`config.mk`:
```
export PLATFORM = sky130hd
export DESIGN_NAME = pattern_sequencer
export DESIGN_NICKNAME = d
export VERILOG_FILES = /design/src/rtl/display_pkg.sv /design/src/rtl/debounce.sv /design/src/rtl/pattern_sequencer.sv
export SDC_FILE = /design/constraint.sdc
export NUM_CORES = 1
export LEC_CHECK = 0
export BUFFER_PORTS_ARGS = -buffer_cell sky130_fd_sc_hd__buf_2
export CAP_MARGIN = 20
export CELL_PAD_IN_SITES_DETAIL_PLACEMENT = 1
export CELL_PAD_IN_SITES_GLOBAL_PLACEMENT = 1
export CORE_MARGIN = 1.5
export CORE_UTILIZATION = 49
export DETAILED_ROUTE_END_ITERATION = 8
export PLACE_DENSITY = 0.87
export SKIP_CTS_REPAIR_TIMING = 1
export SLEW_MARGIN = 10
export SYNTH_ARGS = -nofsm -noshare
export SYNTH_HDL_FRONTEND = slang
export SYNTH_HIERARCHICAL = 1
export SYNTH_SLANG_ARGS = --single-unit
```
`constraint.sdc`:
```
create_clock -name clk_pix -period 4.75 [get_ports clk_pix]
set_input_delay 0.2375 -clock clk_pix [delete_from_list [all_inputs] [get_ports clk_pix]]
set_output_delay 0.2375 -clock clk_pix [all_outputs]
set_load 0.05 [all_outputs]
```
`src/rtl/display_pkg.sv`:
```
// Shared display-pipeline types: sequencer FSM states and brightness constants.
package display_pkg;

    typedef enum logic [1:0] {
        SHOW     = 2'd0,
        FADE_OUT = 2'd1,
        FADE_IN  = 2'd2
    } state_t;

    localparam logic [3:0] BRIGHT_MAX        = 4'd15;
    localparam logic [3:0] BRIGHT_FADE_START = 4'd14;
    localparam logic [3:0] BRIGHT_FADE_IN    = 4'd1;

    function automatic logic [3:0] bright_step(input logic [3:0] b, input logic up);
        return up ? (b + 4'd1) : (b - 4'd1);
    endfunction

endpackage

```
`src/rtl/debounce.sv`:
```
// Two-flop synchroniser plus counting debouncer; emits a one-cycle pulse on a
// debounced rising edge.
module debounce #(
    parameter int DB_CYCLES = 2**16
) (
    input  logic i_clk,
    input  logic i_rst_n,
    input  logic i_btn,
    output logic o_rise
);

    localparam int CW = (DB_CYCLES > 1) ? $clog2(DB_CYCLES) : 1;
    localparam logic [CW-1:0] CNT_LAST = CW'(DB_CYCLES - 1);

    logic          r_sync1;
    logic          r_sync2;
    logic          r_stable;
    logic          r_rise;
    logic [CW-1:0] r_cnt;
    logic          w_update;

    // The stable level flips on the DB_CYCLES-th consecutive cycle of disagreement.
    assign w_update = (r_sync2 != r_stable) && (r_cnt == CNT_LAST);

    always_ff @(posedge i_clk) begin
        if (!i_rst_n) begin
            r_sync1  <= 1'b0;
            r_sync2  <= 1'b0;
            r_stable <= 1'b0;
            r_rise   <= 1'b0;
            r_cnt    <= '0;
        end else begin
            r_sync1 <= i_btn;
            r_sync2 <= r_sync1;
            r_rise  <= w_update && r_sync2;
            if (r_sync2 == r_stable) begin
                r_cnt <= '0;
            end else if (w_update) begin
                r_cnt    <= '0;
                r_stable <= r_sync2;
            end else begin
                r_cnt <= r_cnt + 1'b1;
            end
        end
    end

    assign o_rise = r_rise;

endmodule

```
`src/rtl/pattern_sequencer.sv`:
```
// Test-pattern sequencer: steps through patterns on button or dwell timeout,
// with a frame-paced fade out / fade in around every pattern change.
module pattern_sequencer
    import display_pkg::*;
#(
    parameter int NUM_PAT          = 4,
    parameter int PATW             = 2,
    parameter int DWELL_FRAMES     = 300,
    parameter int FADE_STEP_FRAMES = 2,
    parameter int DB_CYCLES        = 2**16
) (
    input  logic            clk_pix,
    input  logic            rst_pix,
    input  logic            frame,
    input  logic            btn_next,
    input  logic            auto_en,
    output logic [PATW-1:0] pattern,
    output logic [3:0]      bright,
    output logic            busy,
    output logic            pat_change
);

    localparam int DWW = (DWELL_FRAMES > 1) ? $clog2(DWELL_FRAMES) : 1;
    localparam int SW  = (FADE_STEP_FRAMES > 1) ? $clog2(FADE_STEP_FRAMES) : 1;
    localparam logic [DWW-1:0]  DWELL_LAST = DWW'(DWELL_FRAMES - 1);
    localparam logic [SW-1:0]   STEP_LAST  = SW'(FADE_STEP_FRAMES - 1);
    localparam logic [PATW-1:0] PAT_LAST   = PATW'(NUM_PAT - 1);

    generate
        if (NUM_PAT < 1 || NUM_PAT > 2**PATW) begin : g_bad_cfg
            $error("pattern_sequencer: NUM_PAT must be in 1..2**PATW");
        end
    endgenerate

    state_t          r_state;
    state_t          w_state_nxt;
    logic [DWW-1:0]  r_dwell,      w_dwell_nxt;
    logic [SW-1:0]   r_step,       w_step_nxt;
    logic            r_pending,    w_pending_nxt;
    logic [PATW-1:0] r_pattern,    w_pattern_nxt;
    logic [3:0]      r_bright,     w_bright_nxt;
    logic            r_busy;
    logic            r_pat_change, w_pat_change_nxt;
    logic            w_rise;
    logic            w_dwell_req;
    logic            w_start;
    logic            w_step_frame;

    debounce #(
        .DB_CYCLES (DB_CYCLES)
    ) u_debounce (
        .i_clk   (clk_pix),
        .i_rst_n (rst_pix),
        .i_btn   (btn_next),
        .o_rise  (w_rise)
    );

    // A rising edge on the frame cycle itself counts for that frame.
    assign w_dwell_req  = auto_en && (r_dwell == DWELL_LAST);
    assign w_start      = frame && (r_state == SHOW) && (r_pending || w_rise || w_dwell_req);
    assign w_step_frame = frame && (r_step == STEP_LAST);

    always_ff @(posedge clk_pix) begin
        if (!rst_pix) begin
            r_state <= SHOW;
        end else begin
            r_state <= w_state_nxt;
        end
    end

    always_comb begin
        w_state_nxt = r_state;
        case (r_state)
            SHOW:     if (w_start) w_state_nxt = FADE_OUT;
            FADE_OUT: if (w_step_frame && r_bright == 4'd0) w_state_nxt = FADE_IN;
            FADE_IN:  if (w_step_frame && r_bright == BRIGHT_MAX - 4'd1) w_state_nxt = SHOW;
            default:  w_state_nxt = SHOW;
        endcase
    end

    always_comb begin
        w_dwell_nxt      = r_dwell;
        w_step_nxt       = r_step;
        w_pending_nxt    = r_pending;
        w_pattern_nxt    = r_pattern;
        w_bright_nxt     = r_bright;
        w_pat_change_nxt = 1'b0;
        case (r_state)
            SHOW: begin
                if (frame && auto_en && r_dwell != DWELL_LAST) w_dwell_nxt = r_dwell + 1'b1;
                if (w_rise) w_pending_nxt = 1'b1;
                if (w_start) begin
                    w_pending_nxt = 1'b0;
                    w_bright_nxt  = BRIGHT_FADE_START;
                    w_step_nxt    = '0;
                end
            end
            FADE_OUT: begin
                if (w_step_frame) begin
                    w_step_nxt = '0;
                    if (r_bright != 4'd0) begin
                        w_bright_nxt = bright_step(r_bright, 1'b0);
                    end else begin
                        w_pattern_nxt    = (r_pattern == PAT_LAST) ? '0 : r_pattern + 1'b1;
                        w_bright_nxt     = BRIGHT_FADE_IN;
                        w_pat_change_nxt = 1'b1;
                    end
                end else if (frame) begin
                    w_step_nxt = r_step + 1'b1;
                end
            end
            FADE_IN: begin
                if (w_step_frame) begin
                    w_step_nxt   = '0;
                    w_bright_nxt = bright_step(r_bright, 1'b1);
                    if (r_bright == BRIGHT_MAX - 4'd1) w_dwell_nxt = '0;
                end else if (frame) begin
                    w_step_nxt = r_step + 1'b1;
                end
            end
            default: ;
        endcase
    end

    always_ff @(posedge clk_pix) begin
        if (!rst_pix) begin
            r_dwell      <= '0;
            r_step       <= '0;
            r_pending    <= 1'b0;
            r_pattern    <= '0;
            r_bright     <= BRIGHT_MAX;
            r_busy       <= 1'b0;
            r_pat_change <= 1'b0;
        end else begin
            r_dwell      <= w_dwell_nxt;
            r_step       <= w_step_nxt;
            r_pending    <= w_pending_nxt;
            r_pattern    <= w_pattern_nxt;
            r_bright     <= w_bright_nxt;
            r_busy       <= (w_state_nxt != SHOW);
            r_pat_change <= w_pat_change_nxt;
        end
    end

    assign pattern    = r_pattern;
    assign bright     = r_bright;
    assign busy       = r_busy;
    assign pat_change = r_pat_change;

endmodule

```
==> impl_results.md <==
- Status: finished, final reports clean
- Antenna cell count: 0
- CTS max path bufs: 2
- Adder-Cell Fraction of Synth Area: 5.85%
- Hold Path Class: input port to flop
- M3 GR Usage: 4.53%
- Clock Power Share: 38.5%
- Max Fanout on Critical Path: 13
- H-tree levels: 2
- Logic pwr share: 2.7%
- IO Count: 13
- Global-route wire length before repair: 8.84 mm
- Post-Syn Area: 2140 sq um
- Crit path DAT: 2.39 ns
- Sequential Area: 821 sq um
- CTS sink count: 41
- Synth Net Count: 258
- Syn-to-layout area delta: 7.20%
- Yosys warnings: 6
- Ys flop type: dfxtp_1
- Sw Share: 23.0%
- Die W: 69.0 um
- Die area: 4770 sq um
- Final Setup Violations: 0
- PwrDens: 258 nW/um^2
- Minimum clock period: 2.17 ns
- Flop pwr share: 58.8%
- Overflow after GRT: 0
- Grt met1 use: 27.1%
- Hold_ws: 0.162 ns
- Final worst slack: 2.58 ns
- Mean post-synth cell area: 8.79 sq um
- Vias in the first global route: 1877
- Initial DRC count: 99
- Max Cap Viol: 0
- Worst Setup SP: r_state[0]$_SDFF_PN0_
- Slew @ Worst Pin: 0.954 ns
- Slew Limit Fails: 0
- Startpoint Class: flop
- Placed wire-length estimate: 3.52 mm
- Peak VDD IR: 0.173 mV
- Post-route DRC: 0
- DR WL/cell: 16.1 um
- Detail Route Antenna Nets: 0
- Count of different cell masters after synthesis: 49
- First drt pass iteration count: 4
- Switching power: 136 uW
- RSZ-0062 raised after global routing: false
- Synth Register Bits: 41
- Max_slew headroom: 35.5%
- Num rows: 23
- Compound-cell area share of the yosys netlist: 13.8%
- CTS Buf Count: 5
- Met2 Usage GRT: 40.8%
- Vias: 1749
- Pre-CTS setup slack: 2.67 ns
- Max frequency: 0.462 GHz
- Aggregate global-route resource usage: 22.8%
- Mapped Cells: 243
- Reg2Reg Launch Point: r_state[0]$_SDFF_PN0_
- Worst endpoint required time: 4.98 ns
- Min-Delay Startpoint: btn_next
- Simple-Gate Fraction of Synth Area: 28.5%
- Worst Setup End Kind: flop
- Sequential share of the synthesized area: 38.4%
- XOR/XNOR Fraction of Synth Area: 6.97%
- CTS tree: yes
- Main combinational cell family by area after synthesis: simple AND/OR/NAND/NOR gates
- Placed cell count: 299
- DRT Wirelength: 4.94 mm
- Kind of critical path: flop to flop
- Clock transition at path regs: 0.08 ns
- Root buffer cell: clkbuf_8
- Setup Skew: 0.00679 ns
- I/O Buffers: 12
- Non-filler cells, final: 307
- Die height: 69.0 um
- Core area: 4090 sq um
- Multi-input logic area: 1220 sq um
- Layout Nets: 271
- Layout cell share with drive strength beyond 1: 12.8%
- Post-synthesis mux area share: 1.87%
- Hold Vio Cnt, Final: 0
- Vias per cell: 5.70
- Fillers: 500
- Starting Density: 52.3%
- Async set-reset flop share out of synthesis: 0%
- Pint: 455 uW
- Final Cycle Share: 45.6%
- Gp weighted congestion: 0.821
- EDFF count, synth: 0
- Initial antenna violation count: 0
- Skew-Pair Late Insertion Delay: 0.30 ns
- Gr busiest metal: met2
- Final TNS setup: 0 ns
- Largest net degree at the start of global routing: 25
- Pleak: 0.000821 uW
## power by group through the flow
stage / combinational (uW) / clock, uW / sequential [uW]
floorplan: 11.7 / 0 / 355
global placement: 15.5 / 0 / 355
detailed placement: 16.0 / 0 / 355
CTS: 16.1 / 235 / 347
global route: 17.8 / 247 / 347
finish: 15.8 / 227 / 347
## registers in the layout, indices dropped and copies added, names as in the netlist, 2 cells and up
| signal | flops |
|---|---|
| u_debounce/r_cnt | 16 |
| r_dwell | 9 |
| bright | 4 |
| pattern | 2 |
| r_state | 2 |
## placed cells by master, fill, tap and decap left out, types with 8 or more instances in the layout
master	instances
nand3_1	12
ha_1	10
o21ai_0	13
xnor2_1	13
nor2_1	29
dfxtp_1	41
inv_1	12
a21oi_1	8
buf_2	12
nand2_1	18
## worst paths after layout
kind / endpoint / slack [ns] / cells after the start
setup / recovery: r_dwell[7]$_SDFFE_PN0P_ / 2.58 / 7
hold / removal: u_debounce/r_sync1$_SDFF_PN0_ / 0.16 / 2
setup reg to reg: r_dwell[7]$_SDFFE_PN0P_ / 2.58 / 7
hold reg to reg: u_debounce/r_sync2$_SDFF_PN0_ / 0.46 / 1
## kinds of logic (layout without fill, tap and decap cells)
group	Yosys count	in the layout
multiplexers	4	4
XOR/XNOR	17	17
buffers and inverters	18	32
AND/OR/NAND/NOR	109	109
flip-flops	41	41
AO/OA/AOI/OAI	44	44
adder cells (fa/ha/maj)	10	10
## cells in the mapped netlist, drive strengths merged, types with 5 or more instances
cell type,number,share of area (%)
inv,12,2.1
a21oi,9,2.3
o21ai,16,4.3
nand4,8,2.6
nor2,29,5.1
nand3,14,4.1
dfxtp,41,38
nand2,18,3.2
ha,10,5.9
and2,5,1.5
or3,6,1.8
xnor2,13,5.3
nor3,7,1.6
## stage by stage
step,util (%),cell area (sq um),total power [uW]
6_report,56.1,2290,590
5_1_grt,56.1,2290,612
4_1_cts,56.1,2290,598
3_5_place_dp,54.0,2210,371
3_3_place_gp,54.0,2210,370
2_1_floorplan,-,2140,366
## cell type report
cell class | count | share of cell area (%)
multi-input combinational | 184 | 53.2
tap | 50 | 2.73
sequential | 41 | 35.8
inverter | 12 | 1.97
timing repair buffer | 12 | 2.62
clock inverter | 1 | 0.328
clock buffer | 7 | 3.33
## worst max-delay path, cell delays in order, from the launching register on
cell	delay, ns
dfxtp_1	0.34
inv_1	0.11
ha_1	0.33
and3_1	0.23
a21boi_2	0.23
o21ai_2	0.18
or4_1	0.53
a21oi_1	0.15
## layer usage
metal,part of all wire [%],wire length [um]
met1,45,2200
met2,51,2530
met3,2.6,130
met4,1.5,75
met5,0,0
(Power assumes the default switching activity.)
